==> config.mk <==
export PLATFORM = sky130hd
export DESIGN_NAME = multu_hilo_flat
export DESIGN_NICKNAME = d
export VERILOG_FILES = /design/src/rtl/multu_hilo_if.sv /design/src/rtl/multu_hilo.sv /design/src/flat_wrapper.sv
export SDC_FILE = /design/constraint.sdc
export NUM_CORES = 1
export LEC_CHECK = 0
export ABC_CLOCK_PERIOD_IN_PS = 5500
export CORE_MARGIN = 8
export CORE_UTILIZATION = 55
export DETAILED_ROUTE_END_ITERATION = 8
export PLACE_DENSITY = 0.84
export SYNTH_ARGS = -nofsm -noshare
export SYNTH_HDL_FRONTEND = slang
export SYNTH_SLANG_ARGS = --single-unit
==> constraint.sdc <==
create_clock -name clk -period 5.5 [get_ports clk]
set_input_delay 1.1 -clock clk [delete_from_list [all_inputs] [get_ports clk]]
set_output_delay 1.1 -clock clk [all_outputs]
set_load 0.01 [all_outputs]
==> src/rtl/multu_hilo_if.sv <==
// Operand/result bundle of the HI/LO multiplier.
// The master drives operands and function code; the slave (multiplier) returns HI/LO and status.
interface multu_hilo_if #(
  parameter int unsigned WIDTH = 32
);
  logic [WIDTH-1:0] dataA;
  logic [WIDTH-1:0] dataB;
  logic [5:0]       Signal;
  logic [WIDTH-1:0] HiOut;
  logic [WIDTH-1:0] LoOut;
  logic             busy;
  logic             done;

  modport master (
    output dataA, dataB, Signal,
    input  HiOut, LoOut, busy, done
  );

  modport slave (
    input  dataA, dataB, Signal,
    output HiOut, LoOut, busy, done
  );
endinterface

==> src/rtl/multu_hilo.sv <==
// Sequential shift-add multiplier owning the HI/LO register pair.
// One product bit is retired per clock; HI/LO are written only on the final iteration, so reads
// during a run return the previous product.
// Optional macro MULT_SIGNED_EN: MULT_CODE also starts a multiply on two's complement operands.
module multu_hilo #(
  parameter int unsigned WIDTH      = 32,
  parameter logic [5:0]  MULTU_CODE = 6'b011011,
  parameter logic [5:0]  MULT_CODE  = 6'b011000
) (
  input logic        clk,
  input logic        rst_n,
  multu_hilo_if.slave bus
);

  localparam int unsigned CntW = $clog2(WIDTH);

  typedef enum logic [0:0] {StIdle, StRun} state_e;

  state_e             state_q, state_d;
  logic [CntW-1:0]    cnt_q, cnt_d;
  logic [WIDTH-1:0]   mcand_q, mcand_d;
  logic [2*WIDTH-1:0] prod_q, prod_d;
  logic [WIDTH-1:0]   hi_q, hi_d;
  logic [WIDTH-1:0]   lo_q, lo_d;
  logic               done_q, done_d;
  logic               sign_q, sign_d;

  logic               start;
  logic [WIDTH-1:0]   op_a, op_b;
  logic [WIDTH:0]     sum;
  logic [2*WIDTH-1:0] step;
  logic [2*WIDTH-1:0] result;

  // Start decode and operand conditioning (magnitudes when the signed feature is built in).
  always_comb begin
`ifdef MULT_SIGNED_EN
    start  = (bus.Signal == MULTU_CODE) || (bus.Signal == MULT_CODE);
    op_a   = bus.dataA;
    op_b   = bus.dataB;
    sign_d = sign_q;
    if (bus.Signal == MULT_CODE) begin
      if (bus.dataA[WIDTH-1]) op_a = -bus.dataA;
      if (bus.dataB[WIDTH-1]) op_b = -bus.dataB;
    end
    if (state_q == StIdle && start) begin
      sign_d = (bus.Signal == MULT_CODE) && (bus.dataA[WIDTH-1] ^ bus.dataB[WIDTH-1]);
    end
`else
    start  = (bus.Signal == MULTU_CODE);
    op_a   = bus.dataA;
    op_b   = bus.dataB;
    sign_d = 1'b0;
`endif
  end

  // One shift-add iteration; the carry out of the upper-half add becomes the new MSB.
  always_comb begin
    sum  = {1'b0, prod_q[2*WIDTH-1:WIDTH]} + (prod_q[0] ? {1'b0, mcand_q} : '0);
    step = {sum, prod_q[WIDTH-1:1]};
`ifdef MULT_SIGNED_EN
    result = sign_q ? -step : step;
`else
    result = step;
`endif
  end

  // Next-state and datapath control.
  always_comb begin
    state_d = state_q;
    cnt_d   = cnt_q;
    mcand_d = mcand_q;
    prod_d  = prod_q;
    hi_d    = hi_q;
    lo_d    = lo_q;
    done_d  = 1'b0;
    unique case (state_q)
      StIdle: begin
        if (start) begin
          mcand_d = op_a;
          prod_d  = {{WIDTH{1'b0}}, op_b};
          cnt_d   = '0;
          state_d = StRun;
        end
      end
      StRun: begin
        prod_d = step;
        cnt_d  = cnt_q + 1'b1;
        if (cnt_q == CntW'(WIDTH - 1)) begin
          hi_d    = result[2*WIDTH-1:WIDTH];
          lo_d    = result[WIDTH-1:0];
          done_d  = 1'b1;
          state_d = StIdle;
        end
      end
      default: state_d = StIdle;
    endcase
  end

  // State and datapath registers; reset aborts any run and clears HI/LO.
  always_ff @(posedge clk or negedge rst_n) begin
    if (!rst_n) begin
      state_q <= StIdle;
      cnt_q   <= '0;
      mcand_q <= '0;
      prod_q  <= '0;
      hi_q    <= '0;
      lo_q    <= '0;
      done_q  <= 1'b0;
      sign_q  <= 1'b0;
    end else begin
      state_q <= state_d;
      cnt_q   <= cnt_d;
      mcand_q <= mcand_d;
      prod_q  <= prod_d;
      hi_q    <= hi_d;
      lo_q    <= lo_d;
      done_q  <= done_d;
      sign_q  <= sign_d;
    end
  end

  assign bus.HiOut = hi_q;
  assign bus.LoOut = lo_q;
  assign bus.busy  = (state_q == StRun);
  assign bus.done  = done_q;

endmodule

==> src/flat_wrapper.sv <==
// flat-port wrapper written by rule: the top's interface ports become plain ports
module multu_hilo_flat 
#(
  parameter int unsigned WIDTH      = 32,
  parameter logic [5:0]  MULTU_CODE = 6'b011011,
  parameter logic [5:0]  MULT_CODE  = 6'b011000
)
  (clk, rst_n, bus_dataA, bus_dataB, bus_Signal, bus_HiOut, bus_LoOut, bus_busy, bus_done);
  multu_hilo_if #(.WIDTH(WIDTH)) bus_i ();
  input logic clk;
  input logic rst_n;
  input wire logic [$bits(bus_i.dataA)-1:0] bus_dataA;
  input wire logic [$bits(bus_i.dataB)-1:0] bus_dataB;
  input wire logic [$bits(bus_i.Signal)-1:0] bus_Signal;
  output wire logic [$bits(bus_i.HiOut)-1:0] bus_HiOut;
  output wire logic [$bits(bus_i.LoOut)-1:0] bus_LoOut;
  output wire logic [$bits(bus_i.busy)-1:0] bus_busy;
  output wire logic [$bits(bus_i.done)-1:0] bus_done;
  assign bus_i.dataA = bus_dataA;
  assign bus_i.dataB = bus_dataB;
  assign bus_i.Signal = bus_Signal;
  assign bus_HiOut = bus_i.HiOut;
  assign bus_LoOut = bus_i.LoOut;
  assign bus_busy = bus_i.busy;
  assign bus_done = bus_i.done;
  multu_hilo #(.WIDTH(WIDTH), .MULTU_CODE(MULTU_CODE), .MULT_CODE(MULT_CODE)) u_core (.clk(clk), .rst_n(rst_n), .bus(bus_i));
endmodule
**Word level (Yosys, flattened, before mapping)**

Index checks and enable logic that the tools add are counted.

- Output and inout bits: 66
- Word-level logic and storage cells: 25
- Register bits after elaboration: 167

- Equal/unequal tests: 3
- $add $sub $neg: 2
- Reductions and logical operators: 2
- Bitwise logic cells: 1
- Multiplexer cells: 10

Operator list:

| kind | count |
|---|---|
| one-hot mux 64 bit (2 select lines) | 1 |
| 2-to-1 mux 64 bit | 1 |
| adder 32 x 33 -> 33 bit | 1 |
| 2-to-1 mux 32 bit | 1 |
| one-hot mux 5 bit (2 select lines) | 1 |
| equality test 6 x 5 -> 1 bit, second input constant | 1 |
| adder 5 x 1 -> 5 bit, second input constant | 1 |
| equality test 5 bit, second input constant | 1 |
| 2-to-1 mux 5 bit | 1 |
| 2-to-1 mux 1 bit | 4 |
| AND reduction 2 bit | 2 |
| != test 2 x 1 -> 1 bit, second input constant | 1 |
| one-hot mux 1 bit (2 select lines) | 1 |
| NOT 1 bit | 1 |

**Depth between registers and ports, before layout**

- Word-level depth: 3
- Mapped depth: 11

**Worst setup path after synthesis**

No wires, ideal clock.

- Path type: reg2reg
- From: reg u_core.prod_q[0]
- To: reg u_core.prod_q[55]
- Library setup time: 0.070 ns
- Stages on the path, launching flop included: 11
- Required time: 5.430 ns
- Setup slack: 2.724 ns
- Data arrival time: 2.706 ns
- Period minus slack after synthesis: 2.776 ns
- Cell sequence: dfrtp_1 clkbuf_1 nand2_1 fa_1 and2b_1 o2111ai_1 a21oi_2 o211ai_2 o311a_4 or4b_1 nand3_1

- Word-level cells in the longest chain between the ends: 3

RTL lines:

| what | RTL line | RTL |
|---|---|---|
| start, declared | multu_hilo.sv:22 | `logic [2*WIDTH-1:0] prod_q, prod_d;` |
| start signal, assigned | multu_hilo.sv:114 | `prod_q <= prod_d;` |
| 2-to-1 mux 32 bit | multu_hilo.sv:58 | `sum = {1'b0, prod_q[2*WIDTH-1:WIDTH]} + (prod_q[0] ? {1'b0, mcand_q} : '0);` |
| adder 32 x 33 -> 33 bit | multu_hilo.sv:58 |  |
| one-hot mux 64 bit (2 select lines) | multu_hilo.sv:76 | `unique case (state_q)` |

Every way passes these cells.
A chain may end at the register's enable or synchronous reset.

**Final worst setup path**

- From: reg u_core.prod_q[0]
- To: reg u_core.hi_q[27] (netlist: u_core.bus.HiOut[27])

- Word-level cells in the longest chain between the ends: 2

RTL lines:

| what | RTL line | RTL |
|---|---|---|
| 2-to-1 mux 32 bit | multu_hilo.sv:58 |  |
| adder 32 x 33 -> 33 bit | multu_hilo.sv:58 |  |
| end signal, assigned | multu_hilo.sv:115 | `hi_q <= hi_d;` |
| end, declared | multu_hilo.sv:23 | `logic [WIDTH-1:0] hi_q, hi_d;` |

Every way passes these cells.

==> flow_metrics.tcl <==
set metrics [dict create \
    reg2reg_from "u_core.prod_q[0]" \
    hold_violations 0 \
    ys_warn_count 0 \
    design_power_total_mw 4.49 \
    nets 1143 \
    min_delay_path_depth 2 \
    fin_worst_skew_ns 0.00895 \
    setup_tns_ns 0 \
    cp_top_family "compound AO/OA/AOI/OAI gates" \
    cp_slowest_stage_delay_ns 0.96 \
    dieArea_um2 20300 \
    critPathBufInv 1 \
    finalMaxSlewViolations 0 \
    vias 7081 \
    clock_sinks 167 \
    synth_seq_cells 167 \
    r2r_setup_slack_ns 1.71 \
    ys_top_cells_by_area "dfrtp_1 (47%), nand2_1 (10%), mux2_2 (5.8%), ha_1 (4.8%), mux2i_1 (4.8%)" \
    yosysTopAreaCell "dfrtp_1" \
    numCtsBuffers 17 \
    rsz0062_at_grt "no" \
    cts.reportedPaths.clkPinSlew_ns 0.07 \
    cts_hold_buffers 0 \
    max_freq_ghz 0.264 \
    ys_seq_area_share_pct 47.5 \
    synth_flop_cell "dfrtp_1" \
    worst_slack_ns 1.71 \
    reg2reg_depth 11 \
    grt_pass1_vias 7374 \
    grt_usage_pct 22.2 \
    first_pass_iters 5 \
    synth_top_area_share_pct 47.5 \
    cts_setup_buffers 0 \
    fin_crit_ns 3.79 \
    layout-drive-gt1-share_pct 9.34 \
    hpwl_um 14900 \
    tightest_slew_ns 1.02 \
    relSlewSlack_pct 31.7 \
    wl_per_cell_um 17.4 \
    power.density_nw_per_um2 412 \
    start_util_pct 55.8 \
    status "finished, final reports clean" \
    post-place-ws_ns 1.82 \
    synth_cell_type_count 61 \
    clk-insertion-delay-late_ns 0.44 \
    cts_root_buf "clkbuf_16" \
    worstPathRequired_ns 5.83 \
    p_switching_mw 1.62 \
    grt_pass1_wl_um 36000 \
    p_sw_share_pct 36.0 \
    r2r-end "u_core.bus.HiOut[27]" \
    num_rows 46 \
    cap_violations 0 \
    seqPwrFrac_pct 41.5 \
    cp_max_fo 33 \
    synthArstFlopShare_pct 100 \
    place.gp.congestion 0.883 \
    area_growth_pct 24.1 \
    finalSetupViolCount 0 \
    h-tree-depth 4 \
    die_w_um 143 \
    numPortBuffers 137 \
    comb_power_share_pct 32.2 \
    crit_slowest_cell "dfrtp_1" \
    globalRoute.totalOverflow 0 \
    syn-num-nets 1029 \
    ios 138 \
    n_antenna_cell 0 \
    drt_iter0_markers 507 \
    grt_max_degree 109 \
    place_area_um2 10300 \
    pwr-share-clk_pct 26.3 \
    worst-setup-path-type "reg2reg" \
    cts_tree "done" \
    syn_area_um2 8800 \
    wirelength_um 22000 \
    crit_path_start_kind "register" \
    hold_start "u_core.bus.LoOut[31]" \
    p_int_mw 2.88 \
    instances_no_fill 1265 \
    post-route-period-util_pct 68.9 \
    cp.depth 11 \
    cts.path.max_buffers 2 \
    route.detailed.drc 0 \
    coreArea_um2 15800 \
    hp-class "reg2reg" \
    cts-resized-gates 0 \
    ant_nets 0 \
    hold_end "u_core.bus.LoOut[31]" \
    place_inst 1233 \
    peakVddDrop_v 0.000278 \
    synth_cells 922 \
    crit_chain "and2_1 > ha_1 > inv_1 > fa_1 > and2b_1 > o2111ai_1 > a21oi_2 > o211ai_2 > o31ai_1 > a21boi_1 > o31a_1" \
    viasPerCell 5.60 \
    synth_edf_count 0 \
    antenna_found_initial 0 \
    synth_area_per_cell_um2 9.55 \
    fp.dieH_um 143 \
    p_leak_nw 5.41 \
    endpoint_kind "register" \
    cp.arrival_ns 4.12 \
    final_area_um2 10900 \
]
==> cell usage after synthesis, types with 18 or more instances <==
master    number
a21o_1        18
o21ai_0       65
ha_1          34
and2_1        33
nand2_1      234
mux2i_1       42
dfrtp_1      167
nor2_1        36
mux2_2        45
a21oi_1       35
clkbuf_1      36
==> final cells by class <==
type                       instances  area [µm²]
clock buffer                      19         443
sequential                       167        4180
inverter                          14        52.6
multi-input combinational        693        4410
tap                              216         270
timing repair buffer             143        1430
fill                            1201        4850
clock inverter                    13         136
==> worst min-delay path: cells and delay by family, from the launching register on <==
| kind | cells | cell delay, ns |
|---|---|---|
| DFF | 1 | 0.34 |
| and+or+nand+nor | 2 | 0.11 |
==> power by group through the flow <==
stage	sequential (mW)	combinational [mW]	clock, mW
final	1.87	1.45	1.18
after global routing	1.92	1.61	1.25
after CTS	1.86	1.45	1.20
after detailed placement	1.88	1.43	0
after global placement	1.87	1.38	0
after floorplan	1.78	1.01	0
==> flip-flops by register name, indices dropped and copies added (netlist names) <==
name	cells
u_core.bus.HiOut	32
u_core.bus.busy	1
u_core.bus.done	1
u_core.cnt_q	5
u_core.bus.LoOut	32
u_core.prod_q	64
u_core.mcand_q	32
==> cell usage in the layout, fill, tap and decap left out, types with 5 or more instances in the layout <==
| master | instances |
|---|---|
| a21o_1 | 18 |
| and3_1 | 8 |
| nor2_1 | 35 |
| nor2b_1 | 5 |
| xnor2_1 | 14 |
| a31oi_1 | 5 |
| nand3_1 | 13 |
| a21oi_1 | 35 |
| nor3_1 | 5 |
| buf_4 | 5 |
| ha_1 | 34 |
| dfrtp_1 | 166 |
| o211ai_1 | 5 |
| o21ai_0 | 65 |
| mux2i_1 | 42 |
| nand2_1 | 233 |
| clkbuf_16 | 17 |
| o21a_1 | 5 |
| and2_1 | 33 |
| inv_1 | 13 |
| clkdlybuf4s50_1 | 136 |
| nand4_1 | 12 |
| a22o_1 | 5 |
| mux2_2 | 45 |
| xor2_1 | 10 |
==> cell families (layout without fill, tap and decap cells) <==
family                     count (synthesis)  count (layout)  synth area share, %
muxes                                     87              87                 10.5
buffers and inverters                     62             189                 2.73
DFF                                      167             167                 47.5
xor gates and xnor gates                  24              24                 2.39
AOI/OAI and AO/OA                        181             181                 13.5
and+or+nand+nor                          366             366                 18.3
adders and majority gates                 35              35                 5.06
==> per-stage QoR <==
stage	hold WS (ns)	util, %
floorplan	0.456	-
global placement	0.456	65.6
detailed placement	0.462	65.6
CTS	0.477	69.2
global route	0.498	69.2
finish	0.479	69.2
==> layer usage <==
layer	global-route usage, %	wire length, µm
met5	0	0
met4	10.2	502
met3	4.39	1090
met2	37.0	10800
met1	27.3	9590
==> worst max path at each step <==
| stage | slack [ns] | from | endpoint |
|---|---|---|---|
| after floorplan | 2.72 | u_core.prod_q[0] | u_core.prod_q[55] |
| after global placement | 1.88 | bus_Signal[4] | u_core.mcand_q[15] |
| after detailed placement | 1.82 | u_core.prod_q[0] | u_core.bus.HiOut[27] |
| after CTS | 1.71 | u_core.prod_q[0] | u_core.bus.HiOut[27] |
| after global routing | 1.42 | u_core.prod_q[0] | u_core.bus.HiOut[27] |
| final | 1.71 | u_core.prod_q[0] | u_core.bus.HiOut[27] |
No activity file was read; power rests on OpenSTA's default activity.
